[config.mk]
export PLATFORM = sky130hd
export DESIGN_NAME = odd_parity_serial_tx_flat
export DESIGN_NICKNAME = d
export VERILOG_FILES = /design/src/rtl/odd_parity_serial_tx_if.sv /design/src/rtl/odd_parity_serial_tx.sv /design/src/flat_wrapper.sv
export SDC_FILE = /design/constraint.sdc
export NUM_CORES = 1
export LEC_CHECK = 0
export ABC_AREA = 1
export BUFFER_PORTS_ARGS = -buffer_cell sky130_fd_sc_hd__buf_2
export CORE_MARGIN = 2
export CORE_UTILIZATION = 60
export DETAILED_ROUTE_END_ITERATION = 10
export PLACE_DENSITY = 0.83
export SLEW_MARGIN = 0
export SYNTH_ARGS = -nofsm -noshare
export SYNTH_HDL_FRONTEND = slang
export SYNTH_SLANG_ARGS = --single-unit
[constraint.sdc]
create_clock -name clk -period 2.65 [get_ports clk]
set_clock_uncertainty 0.15 [all_clocks]
set_input_delay 0.6625 -clock clk [delete_from_list [all_inputs] [get_ports clk]]
set_output_delay 0.6625 -clock clk [all_outputs]
set_load 0.01 [all_outputs]
[src/rtl/odd_parity_serial_tx_if.sv]
// Parallel word handshake between a producer and the odd-parity serial transmitter.
// The producer drives in_valid/in_data and holds them until it sees in_ready.
interface odd_parity_serial_tx_if #(
  parameter int DATA_W = 8
);
  logic              in_valid;
  logic [DATA_W-1:0] in_data;
  logic              in_ready;

  modport master (output in_valid, output in_data, input in_ready);
  modport slave  (input in_valid, input in_data, output in_ready);
endinterface

[src/rtl/odd_parity_serial_tx.sv]
// Serialises one accepted word per frame: start bit, data LSB first, odd parity bit, stop bit.
// Every output is a register loaded from the next-state decode, so tx is glitch-free.
module odd_parity_serial_tx #(
  parameter int DATA_W       = 8,
  parameter int CLKS_PER_BIT = 4
) (
  input  logic                   clk,
  input  logic                   rst,
  odd_parity_serial_tx_if.slave  s_if,
  output logic                   tx,
  output logic                   busy,
  output logic                   parity_out,
  output logic                   frame_done
);

  localparam int CW = (CLKS_PER_BIT > 1) ? $clog2(CLKS_PER_BIT) : 1;
  localparam int BW = (DATA_W > 1) ? $clog2(DATA_W) : 1;
  localparam logic [CW-1:0] CNT_MAX = CW'(CLKS_PER_BIT - 1);
  localparam logic [BW-1:0] BIT_MAX = BW'(DATA_W - 1);

  typedef enum logic [2:0] {IDLE, START, DATA, PARITY, STOP} state_t;

  state_t            r_state, w_state_nxt;
  logic [CW-1:0]     r_cyc, w_cyc_nxt;
  logic [BW-1:0]     r_bit, w_bit_nxt;
  logic [DATA_W-1:0] r_shift, w_shift_nxt;
  logic              r_tx, r_busy, r_in_ready, r_parity, r_frame_done;
  logic              w_tx_nxt, w_parity_nxt, w_frame_done_nxt;
  logic              w_accept, w_cyc_end;

  assign w_accept  = s_if.in_valid & r_in_ready;
  assign w_cyc_end = (r_cyc == CNT_MAX);

  // State register: control state and registered outputs
  always_ff @(posedge clk) begin
    if (rst) begin
      r_state      <= IDLE;
      r_cyc        <= '0;
      r_bit        <= '0;
      r_tx         <= 1'b1;
      r_in_ready   <= 1'b1;
      r_busy       <= 1'b0;
      r_parity     <= 1'b0;
      r_frame_done <= 1'b0;
    end else begin
      r_state      <= w_state_nxt;
      r_cyc        <= w_cyc_nxt;
      r_bit        <= w_bit_nxt;
      r_tx         <= w_tx_nxt;
      r_in_ready   <= (w_state_nxt == IDLE);
      r_busy       <= (w_state_nxt != IDLE);
      r_parity     <= w_parity_nxt;
      r_frame_done <= w_frame_done_nxt;
    end
  end

  // Data path register: the shift register carries payload only and needs no reset
  always_ff @(posedge clk) begin
    r_shift <= w_shift_nxt;
  end

  // Next-state decode
  always_comb begin
    w_state_nxt  = r_state;
    w_bit_nxt    = r_bit;
    w_shift_nxt  = r_shift;
    w_parity_nxt = r_parity;
    case (r_state)
      IDLE: begin
        if (w_accept) begin
          w_state_nxt  = START;
          w_bit_nxt    = '0;
          w_shift_nxt  = s_if.in_data;
          w_parity_nxt = ~^s_if.in_data;
        end
      end
      START:  if (w_cyc_end) w_state_nxt = DATA;
      DATA: begin
        if (w_cyc_end) begin
          w_shift_nxt = r_shift >> 1;
          if (r_bit == BIT_MAX) begin
            w_state_nxt = PARITY;
            w_bit_nxt   = '0;
          end else begin
            w_bit_nxt = r_bit + BW'(1);
          end
        end
      end
      PARITY: if (w_cyc_end) w_state_nxt = STOP;
      STOP:   if (w_cyc_end) w_state_nxt = IDLE;
      default: w_state_nxt = IDLE;
    endcase

    if (r_state == IDLE || w_state_nxt != r_state || w_cyc_end) w_cyc_nxt = '0;
    else                                                         w_cyc_nxt = r_cyc + CW'(1);
  end

  // Output decode from the upcoming state, captured by the output registers
  always_comb begin
    w_tx_nxt = 1'b1;
    case (w_state_nxt)
      IDLE:    w_tx_nxt = 1'b1;
      START:   w_tx_nxt = 1'b0;
      DATA:    w_tx_nxt = w_shift_nxt[0];
      PARITY:  w_tx_nxt = w_parity_nxt;
      STOP:    w_tx_nxt = 1'b1;
      default: w_tx_nxt = 1'b1;
    endcase
    w_frame_done_nxt = (w_state_nxt == STOP) && (w_cyc_nxt == CNT_MAX);
  end

  assign s_if.in_ready = r_in_ready;
  assign tx            = r_tx;
  assign busy          = r_busy;
  assign parity_out    = r_parity;
  assign frame_done    = r_frame_done;

endmodule
[src/flat_wrapper.sv]
// flat-port wrapper written by rule: the top's interface ports become plain ports
module odd_parity_serial_tx_flat 
#(
  parameter int DATA_W       = 8,
  parameter int CLKS_PER_BIT = 4
)
  (clk, rst, tx, busy, parity_out, frame_done, s_if_in_valid, s_if_in_data, s_if_in_ready);
  odd_parity_serial_tx_if #(.DATA_W(DATA_W)) s_if_i ();
  input  logic clk;
  input  logic rst;
  output logic tx;
  output logic busy;
  output logic parity_out;
  output logic frame_done;
  input wire logic [$bits(s_if_i.in_valid)-1:0] s_if_in_valid;
  input wire logic [$bits(s_if_i.in_data)-1:0] s_if_in_data;
  output wire logic [$bits(s_if_i.in_ready)-1:0] s_if_in_ready;
  assign s_if_i.in_valid = s_if_in_valid;
  assign s_if_i.in_data = s_if_in_data;
  assign s_if_in_ready = s_if_i.in_ready;
  odd_parity_serial_tx #(.DATA_W(DATA_W), .CLKS_PER_BIT(CLKS_PER_BIT)) u_core (.clk(clk), .rst(rst), .s_if(s_if_i), .tx(tx), .busy(busy), .parity_out(parity_out), .frame_done(frame_done));
endmodule
==> impl_metrics.xml, run 1 <==
<?xml version="1.0" encoding="UTF-8"?>
<metrics>
  <group name="status">
    <metric name="outcome" unit="">finished, final reports clean</metric>
  </group>
  <group name="logic_synthesis">
    <metric name="post_synth.cell_area_avg" unit="um^2">7.679</metric>
    <metric name="synthCells" unit="">153</metric>
    <metric name="synth_adder_area_share" unit="%">3.195</metric>
    <metric name="area_share_of_xor_xnor_cells_in_the_synthesized_design" unit="%">3.727</metric>
    <metric name="synth.cell_area" unit="um^2">1175</metric>
    <metric name="synth.distinct_cells" unit="">29</metric>
    <metric name="synth.area.top_cells" unit="">sky130_fd_sc_hd__dfxtp_1 (24%), sky130_fd_sc_hd__edfxtp_1 (18%), sky130_fd_sc_hd__nand2_1 (13%), sky130_fd_sc_hd__inv_1 (6.7%), sky130_fd_sc_hd__nor2_1 (5.1%)</metric>
    <metric name="synth.yosys.seq_area_share" unit="%">41.75</metric>
    <metric name="main_combinational_cell_family_by_area_after_synthesis" unit="">simple AND/OR/NAND/NOR gates</metric>
    <metric name="yosys_warnings" unit="">0</metric>
    <metric name="synth-compound-area-share" unit="%">5.751</metric>
    <metric name="syn-num-nets" unit="">167</metric>
    <metric name="yosys.area.top_type_share" unit="%">23.86</metric>
    <metric name="ys_seq_elements" unit="">21</metric>
    <metric name="yosysTopAreaCell" unit="">sky130_fd_sc_hd__dfxtp_1</metric>
    <metric name="yosys-mux-area-fraction" unit="%">0</metric>
    <metric name="synth_simple_gate_area_share" unit="%">36.42</metric>
  </group>
  <group name="global_route">
    <metric name="grt_pass1_vias" unit="">795</metric>
    <metric name="global_route_wire_length_before_repair" unit="mm">3.208</metric>
    <metric name="grt_start_max_net_pins" unit="">14</metric>
    <metric name="grt_antenna_before_repair" unit="">0</metric>
    <metric name="gr-usage-all-layers" unit="%">20.14</metric>
    <metric name="overflow" unit="">0</metric>
  </group>
  <group name="worst_setup_path">
    <metric name="worst_path_largest_cell_delay" unit="ns">0.35</metric>
    <metric name="critical_path_arrival" unit="ns">1.51</metric>
    <metric name="cp_common_cell" unit="">sky130_fd_sc_hd__nor2_4</metric>
    <metric name="crit_slowest_cell" unit="">sky130_fd_sc_hd__dfxtp_1</metric>
    <metric name="path_class" unit="">reg -&gt; reg</metric>
    <metric name="timing.critical_path.required" unit="ns">2.52</metric>
    <metric name="crit_chain" unit="">ha_1, inv_1, nor2_4, nor2_4, inv_2</metric>
    <metric name="critPathMaxFanout" unit="">10</metric>
    <metric name="critical_path.endpoint_type" unit="">flop</metric>
    <metric name="type_of_origin_of_the_critical_path" unit="">flop</metric>
  </group>
  <group name="sta">
    <metric name="tightest_slew" unit="ns">0.2485</metric>
    <metric name="number_of_endpoints_with_negative_hold_slack_in_the_final_report" unit="">0</metric>
    <metric name="tns" unit="ns">0</metric>
    <metric name="final.period_utilization" unit="%">61.81</metric>
    <metric name="final_period_minus_worst_setup_slack" unit="ns">1.638</metric>
    <metric name="final-setup-viol-count" unit="">0</metric>
    <metric name="fmax" unit="MHz">610.5</metric>
    <metric name="timing.final.ws_setup" unit="ns">1.012</metric>
    <metric name="slew_violations" unit="">0</metric>
    <metric name="rsz0062_at_grt" unit="">no</metric>
    <metric name="worst_slew_margin_rel" unit="%">83.34</metric>
  </group>
  <group name="placement">
    <metric name="io_buffers" unit="">15</metric>
    <metric name="placement.setup.worst_slack" unit="ns">0.8873</metric>
    <metric name="globalplace.congestion" unit="">0.8270</metric>
    <metric name="dp_hpwl" unit="mm">1.767</metric>
  </group>
  <group name="layout">
    <metric name="syn2layout_area_growth" unit="%">11.29</metric>
    <metric name="finalNetCount" unit="">186</metric>
    <metric name="drive_gt1_share" unit="%">23.39</metric>
    <metric name="multi_input_area" unit="um^2">576.8</metric>
    <metric name="sequential_cell_area" unit="um^2">490.5</metric>
    <metric name="final_cell_mix" unit="">sky130_fd_sc_hd__nand2_1 (42), sky130_fd_sc_hd__inv_1 (21), sky130_fd_sc_hd__nor2_1 (16), sky130_fd_sc_hd__buf_2 (15), sky130_fd_sc_hd__dfxtp_1 (14)</metric>
    <metric name="antenna_cells" unit="">0</metric>
    <metric name="layout.cells.most_common" unit="">sky130_fd_sc_hd__nand2_1</metric>
    <metric name="n_fill_cell" unit="">155</metric>
  </group>
  <group name="floorplanning">
    <metric name="fp-row-count" unit="">16</metric>
    <metric name="die_height" unit="um">48.25</metric>
    <metric name="core_area" unit="um^2">1902</metric>
    <metric name="dieArea" unit="um^2">2328</metric>
    <metric name="initial_core_util" unit="%">61.78</metric>
    <metric name="die_w" unit="um">48.25</metric>
    <metric name="i_o_pin_count" unit="">16</metric>
  </group>
  <group name="pwr">
    <metric name="power.share.clock" unit="%">23.8</metric>
    <metric name="switching_power" unit="uW">199.5</metric>
    <metric name="sequential_share_of_power" unit="%">55.8</metric>
    <metric name="power.density_cell_area" unit="nW/um^2">514.0</metric>
    <metric name="power.leakage" unit="uW">0.0006494</metric>
    <metric name="worst_ir_drop_vdd" unit="V">0.0003581</metric>
    <metric name="p_int" unit="uW">472.6</metric>
    <metric name="comb_power_share" unit="%">20.4</metric>
    <metric name="switching_share" unit="%">29.68</metric>
  </group>
  <group name="cts">
    <metric name="cts_root_buf" unit="">sky130_fd_sc_hd__clkbuf_4</metric>
    <metric name="cts_resized" unit="">0</metric>
    <metric name="clock_sink_count" unit="">21</metric>
    <metric name="cts_max_path_buffers" unit="">2</metric>
    <metric name="cts_tree" unit="">built</metric>
    <metric name="clock_tree.htree_level_count" unit="">1</metric>
    <metric name="cts.hold.buffers_added" unit="">0</metric>
    <metric name="clk-insertion-delay-late" unit="ns">0.31</metric>
    <metric name="clkTransAtPathRegs" unit="ns">0.12</metric>
    <metric name="post_cts_setup_buffer_count" unit="">0</metric>
    <metric name="numCtsBuffers" unit="">3</metric>
  </group>
  <group name="drt">
    <metric name="dr_total_vias" unit="">966</metric>
    <metric name="detail-route-antenna-nets" unit="">0</metric>
    <metric name="drt_wl_total" unit="mm">2.136</metric>
    <metric name="via_per_inst" unit="">4.879</metric>
    <metric name="routed_wire_length_per_instance" unit="um">10.79</metric>
    <metric name="detailedRoute.firstPassIterationCount" unit="">4</metric>
    <metric name="drc" unit="">0</metric>
    <metric name="drt_iter0_drc" unit="">14</metric>
  </group>
  <group name="worst_hold_path">
    <metric name="hold_path.class" unit="">reg -&gt; reg</metric>
  </group>
  <group name="run">
    <metric name="cap_viol_max_count" unit="">0</metric>
  </group>
</metrics>
[metrics by stage]
stage,std cells,total power [uW],hold WS (ns),cell area (um^2),util (%)
3_3_place_gp,194,511.3,0.2965,1279,67.24
4_1_cts,198,679.9,0.3385,1308,68.75
2_1_floorplan,153,479.4,0.2799,1175,-
5_1_grt,198,709.0,0.3509,1308,68.75
6_report,198,672.1,0.3332,1308,68.75
3_5_place_dp,194,519.7,0.3059,1279,67.24
[state kept, by name, indices dropped and copies added, names as in the netlist]
signal / cells
u_core.r_bit: 3
u_core.r_state: 3
u_core.busy: 1
u_core.tx: 1
u_core.parity_out: 1
u_core.r_shift: 8
u_core.s_if.in_ready: 1
u_core.r_cyc: 2
u_core.frame_done: 1
[area by class of cell]
cell class                 instances  area share [%]
sequential                        21           37.51
tap                               27           2.584
multi-input combinational        105           44.11
inverter                          26           7.847
timing repair buffer              15           5.742
clock inverter                     1          0.4785
clock buffer                       3           1.722
[cells in the mapped netlist, drive strengths merged]
cell,number
nor3,4
ha,3
nand4,1
xnor2,3
inv,25
or2,2
nand3,7
a21oi,4
dfxtp,14
nor2,24
edfxtp,7
o31ai,1
clkbuf,1
clkinv,1
nand2,46
o21ai,8
xor2,2
[power by group through the flow]
stage          Combinational [uW]  Clock (uW)  Sequential (uW)
2_1_floorplan                96.5           0              383
3_3_place_gp                  130           0              381
3_5_place_dp                  138           0              382
4_1_cts                       139         166              375
5_1_grt                       156         175              378
6_report                      137         160              375
[worst max-delay path, delay by kind of cell, from the launching register on]
| family | cells | cell delay (ns) |
|---|---|---|
| and+or+nand+nor | 2 | 0.32 |
| buffers and inverters | 2 | 0.30 |
| DFF | 1 | 0.35 |
| adders and majority gates | 1 | 0.22 |
[routing by layer]
metal	up-vias	global-route usage (%)	wire length (um)
met1	428	23.85	925
li1	511	-	-
met5	-	0	0
met3	5	3.333	86
met4	0	8.108	42
met2	22	35.79	1082
[cell families after synthesis]
family / after synthesis
AO/OA/AOI/OAI: 13
adder cells (fa/ha/maj): 3
buffers and inverters: 27
AND/OR/NAND/NOR: 84
flip-flops: 21
XOR/XNOR: 5
[path summary, 6_finish.rpt]
path	end	start	cells past startpoint	slack, ns
min	u_core.r_shift[0]	u_core.r_shift[0]	2	0.33
min reg2reg	u_core.r_shift[0]	u_core.r_shift[0]	2	0.33
max	u_core.r_shift[2]	u_core.r_cyc[0]	5	1.01
max reg2reg	u_core.r_shift[2]	u_core.r_cyc[0]	5	1.01
Note: power is estimated with default switching activity, not from simulation.
==> run 2, diff against run 1 <==
--- a/config.mk
+++ b/config.mk
@@ -8,9 +8,9 @@
 export ABC_AREA = 1
 export BUFFER_PORTS_ARGS = -buffer_cell sky130_fd_sc_hd__buf_2
 export CORE_MARGIN = 2
-export CORE_UTILIZATION = 60
+export CORE_UTILIZATION = 50
 export DETAILED_ROUTE_END_ITERATION = 10
-export PLACE_DENSITY = 0.83
+export PLACE_DENSITY = 0.74
 export SLEW_MARGIN = 0
 export SYNTH_ARGS = -nofsm -noshare
 export SYNTH_HDL_FRONTEND = slang
==> constraint.sdc (replaced) <==
create_clock -name clk -period 1.5 [get_ports clk]
set_clock_uncertainty 0.15 [all_clocks]
set_input_delay 0.375 -clock clk [delete_from_list [all_inputs] [get_ports clk]]
set_output_delay 0.375 -clock clk [all_outputs]
set_load 0.01 [all_outputs]
==> run 2 against run 1 <==
Cell count up 4.5%; first-iteration DRC count up 7.1%; sequential cell count unchanged; clock power up 71%; sequential power up 78%; clock-buffer cell count up 1; maximum frequency up 12%; largest cell class unchanged; largest power group unchanged.
==> impl_metrics.xml, run 2 (same netlist as run 1, synthesis figures left out) <==
<?xml version="1.0" encoding="UTF-8"?>
<metrics>
  <group name="sta">
    <metric name="rsz0062_at_grt" unit="">yes</metric>
    <metric name="final-setup-viol-count" unit="">0</metric>
    <metric name="tightest_slew" unit="ns">0.2199</metric>
    <metric name="number_of_endpoints_with_negative_hold_slack_in_the_final_report" unit="">0</metric>
    <metric name="final.period_utilization" unit="%">97.41</metric>
    <metric name="worst_slew_margin_rel" unit="%">85.19</metric>
    <metric name="final_period_minus_worst_setup_slack" unit="ns">1.461</metric>
    <metric name="fmax" unit="MHz">684.4</metric>
    <metric name="slew_violations" unit="">0</metric>
    <metric name="fin_hold_ws" unit="ns">0.2125</metric>
  </group>
  <group name="worst_hold_path">
    <metric name="hold_path.class" unit="">in -&gt; reg</metric>
  </group>
  <group name="drt">
    <metric name="drc" unit="">0</metric>
    <metric name="detailedRoute.firstPassIterationCount" unit="">4</metric>
    <metric name="detail-route-antenna-nets" unit="">0</metric>
    <metric name="dr_total_vias" unit="">989</metric>
    <metric name="drt_wl_total" unit="mm">2.492</metric>
    <metric name="routed_wire_length_per_instance" unit="um">12.04</metric>
    <metric name="drt_iter0_drc" unit="">15</metric>
    <metric name="via_per_inst" unit="">4.778</metric>
  </group>
  <group name="layout">
    <metric name="reg_top3" unit="">u_core.r_shift: 8 flops, u_core.r_bit: 3 flops, u_core.r_state: 3 flops</metric>
    <metric name="final_cells" unit="">207</metric>
    <metric name="final_cell_mix" unit="">sky130_fd_sc_hd__nand2_1 (40), sky130_fd_sc_hd__inv_1 (20), sky130_fd_sc_hd__nor2_1 (16), sky130_fd_sc_hd__buf_2 (15), sky130_fd_sc_hd__buf_4 (8)</metric>
    <metric name="layout.cells.most_common" unit="">sky130_fd_sc_hd__nand2_1</metric>
    <metric name="registers.top_by_ff_count" unit="">u_core.r_shift</metric>
    <metric name="flip_flop_count_of_the_largest_register_after_layout" unit="">8</metric>
    <metric name="fin_area" unit="um^2">1415</metric>
    <metric name="antenna_cells" unit="">0</metric>
    <metric name="syn2layout_area_growth" unit="%">20.45</metric>
    <metric name="drive_gt1_share" unit="%">34.64</metric>
    <metric name="finalNetCount" unit="">194</metric>
    <metric name="layout.core_utilization" unit="%">63.97</metric>
  </group>
  <group name="pwr">
    <metric name="worst_ir_drop_vdd" unit="V">0.0006167</metric>
    <metric name="power.leakage" unit="uW">0.0007037</metric>
    <metric name="power.density_cell_area" unit="nW/um^2">848.8</metric>
  </group>
  <group name="cts">
    <metric name="cts_max_path_buffers" unit="">2</metric>
    <metric name="clk-insertion-delay-late" unit="ns">0.31</metric>
    <metric name="numCtsBuffers" unit="">3</metric>
    <metric name="cts_root_buf" unit="">sky130_fd_sc_hd__clkbuf_4</metric>
    <metric name="clkTransAtPathRegs" unit="ns">0.11</metric>
    <metric name="clock_sink_count" unit="">21</metric>
    <metric name="cts_tree" unit="">built</metric>
    <metric name="clock_tree.htree_level_count" unit="">1</metric>
  </group>
  <group name="global_route">
    <metric name="grt_start_max_net_pins" unit="">12</metric>
    <metric name="gr-usage-all-layers" unit="%">20.15</metric>
    <metric name="grt_antenna_before_repair" unit="">0</metric>
    <metric name="grt_pass1_vias" unit="">932</metric>
    <metric name="overflow" unit="">0</metric>
    <metric name="global_route_wire_length_before_repair" unit="mm">3.926</metric>
  </group>
  <group name="placement">
    <metric name="globalplace.congestion" unit="">0.8289</metric>
    <metric name="placed_cells_incl_taps" unit="">199</metric>
    <metric name="dpl_cell_area" unit="um^2">1310</metric>
    <metric name="io_buffers" unit="">15</metric>
    <metric name="dp_hpwl" unit="mm">1.799</metric>
  </group>
  <group name="worst_setup_path">
    <metric name="type_of_origin_of_the_critical_path" unit="">flop</metric>
    <metric name="critical_path_arrival" unit="ns">1.53</metric>
    <metric name="critical_path.endpoint_type" unit="">flop</metric>
    <metric name="path_class" unit="">reg -&gt; reg</metric>
    <metric name="critPathMaxFanout" unit="">4</metric>
    <metric name="timing.critical_path.required" unit="ns">1.57</metric>
  </group>
  <group name="status">
    <metric name="outcome" unit="">finished, final reports clean</metric>
  </group>
  <group name="floorplanning">
    <metric name="fp-row-count" unit="">17</metric>
    <metric name="i_o_pin_count" unit="">16</metric>
    <metric name="dieArea" unit="um^2">2754</metric>
    <metric name="initial_core_util" unit="%">53.11</metric>
    <metric name="die_height" unit="um">52.48</metric>
    <metric name="core_area" unit="um^2">2212</metric>
    <metric name="die_w" unit="um">52.48</metric>
  </group>
  <group name="run">
    <metric name="cap_viol_max_count" unit="">0</metric>
  </group>
</metrics>
==> run 2: changes by cell type in the layout (fill, tap and decap cells not counted), sizes merged <==
| cell | change |
|---|---|
| buf | +8 |
| clkinv | -1 |
| clkbuf | +1 |
==> run 2: routing by layer <==
layer  share of wire, %  vias up  track usage (%)
met5                  0        -                0
met4                2.3        0            10.26
met3                3.0        4            3.429
met2                 50       19            33.96
met1                 45      438            24.50
li1                   -      528                -
==> run 2: final cells by class <==
type                            count  area [um^2]
Fill cell                         213        797.0
Multi-Input combinational cell    105        614.3
Sequential cell                    21        499.2
Timing Repair Buffer               23        135.1
Inverter                           26        105.1
Tap cell                           28        35.03
Clock buffer                        4        26.28
==> run 2: worst max-delay path, cell delays in order, from the launching register on <==
cell and delay, ns:
sky130_fd_sc_hd__dfxtp_2 0.36, sky130_fd_sc_hd__ha_4 0.17, sky130_fd_sc_hd__nand2_4 0.06, sky130_fd_sc_hd__buf_4 0.14, sky130_fd_sc_hd__o31ai_2 0.20, sky130_fd_sc_hd__nand2_1 0.12
sky130_fd_sc_hd__inv_1 0.11, sky130_fd_sc_hd__nor2_2 0.06
==> run 2: power by group <==
| group | switching [uW] | total [uW] | internal (uW) | leakage (uW) |
|---|---|---|---|---|
| Clock | 170 | 274 | 104 | 0.0000150 |
| Sequential | 24.6 | 666 | 642 | 0.000186 |
| Combinational | 160 | 261 | 101 | 0.000503 |
==> run 2: repair_timing <==
item,4_1_cts,5_1_grt
setup endpoints to repair,10,17
pin swaps,1,9
gates resized for setup,2,17
buffers inserted,0,4
hold buffers,0,0
==> run 2: per-stage QoR <==
stage	setup slack [ns]	total power, uW	TNS (ns)
global route	-0.03757	1265	-0.08309
detailed placement	0.008754	924.6	0
global placement	0.03287	912.6	0
finish	0.03881	1201	0
floorplan	0.04886	847.0	0
CTS	0.001287	1196	0
==> run 2: final timing paths <==
check	start	end	slack [ns]	depth (start not counted)
max	u_core.r_cyc[1]	u_core.s_if.in_ready	0.04	7
min	rst	u_core.r_state[1]	0.21	3
max reg2reg	u_core.r_cyc[1]	u_core.s_if.in_ready	0.04	7
min reg2reg	u_core.r_shift[0]	u_core.r_shift[0]	0.33	2
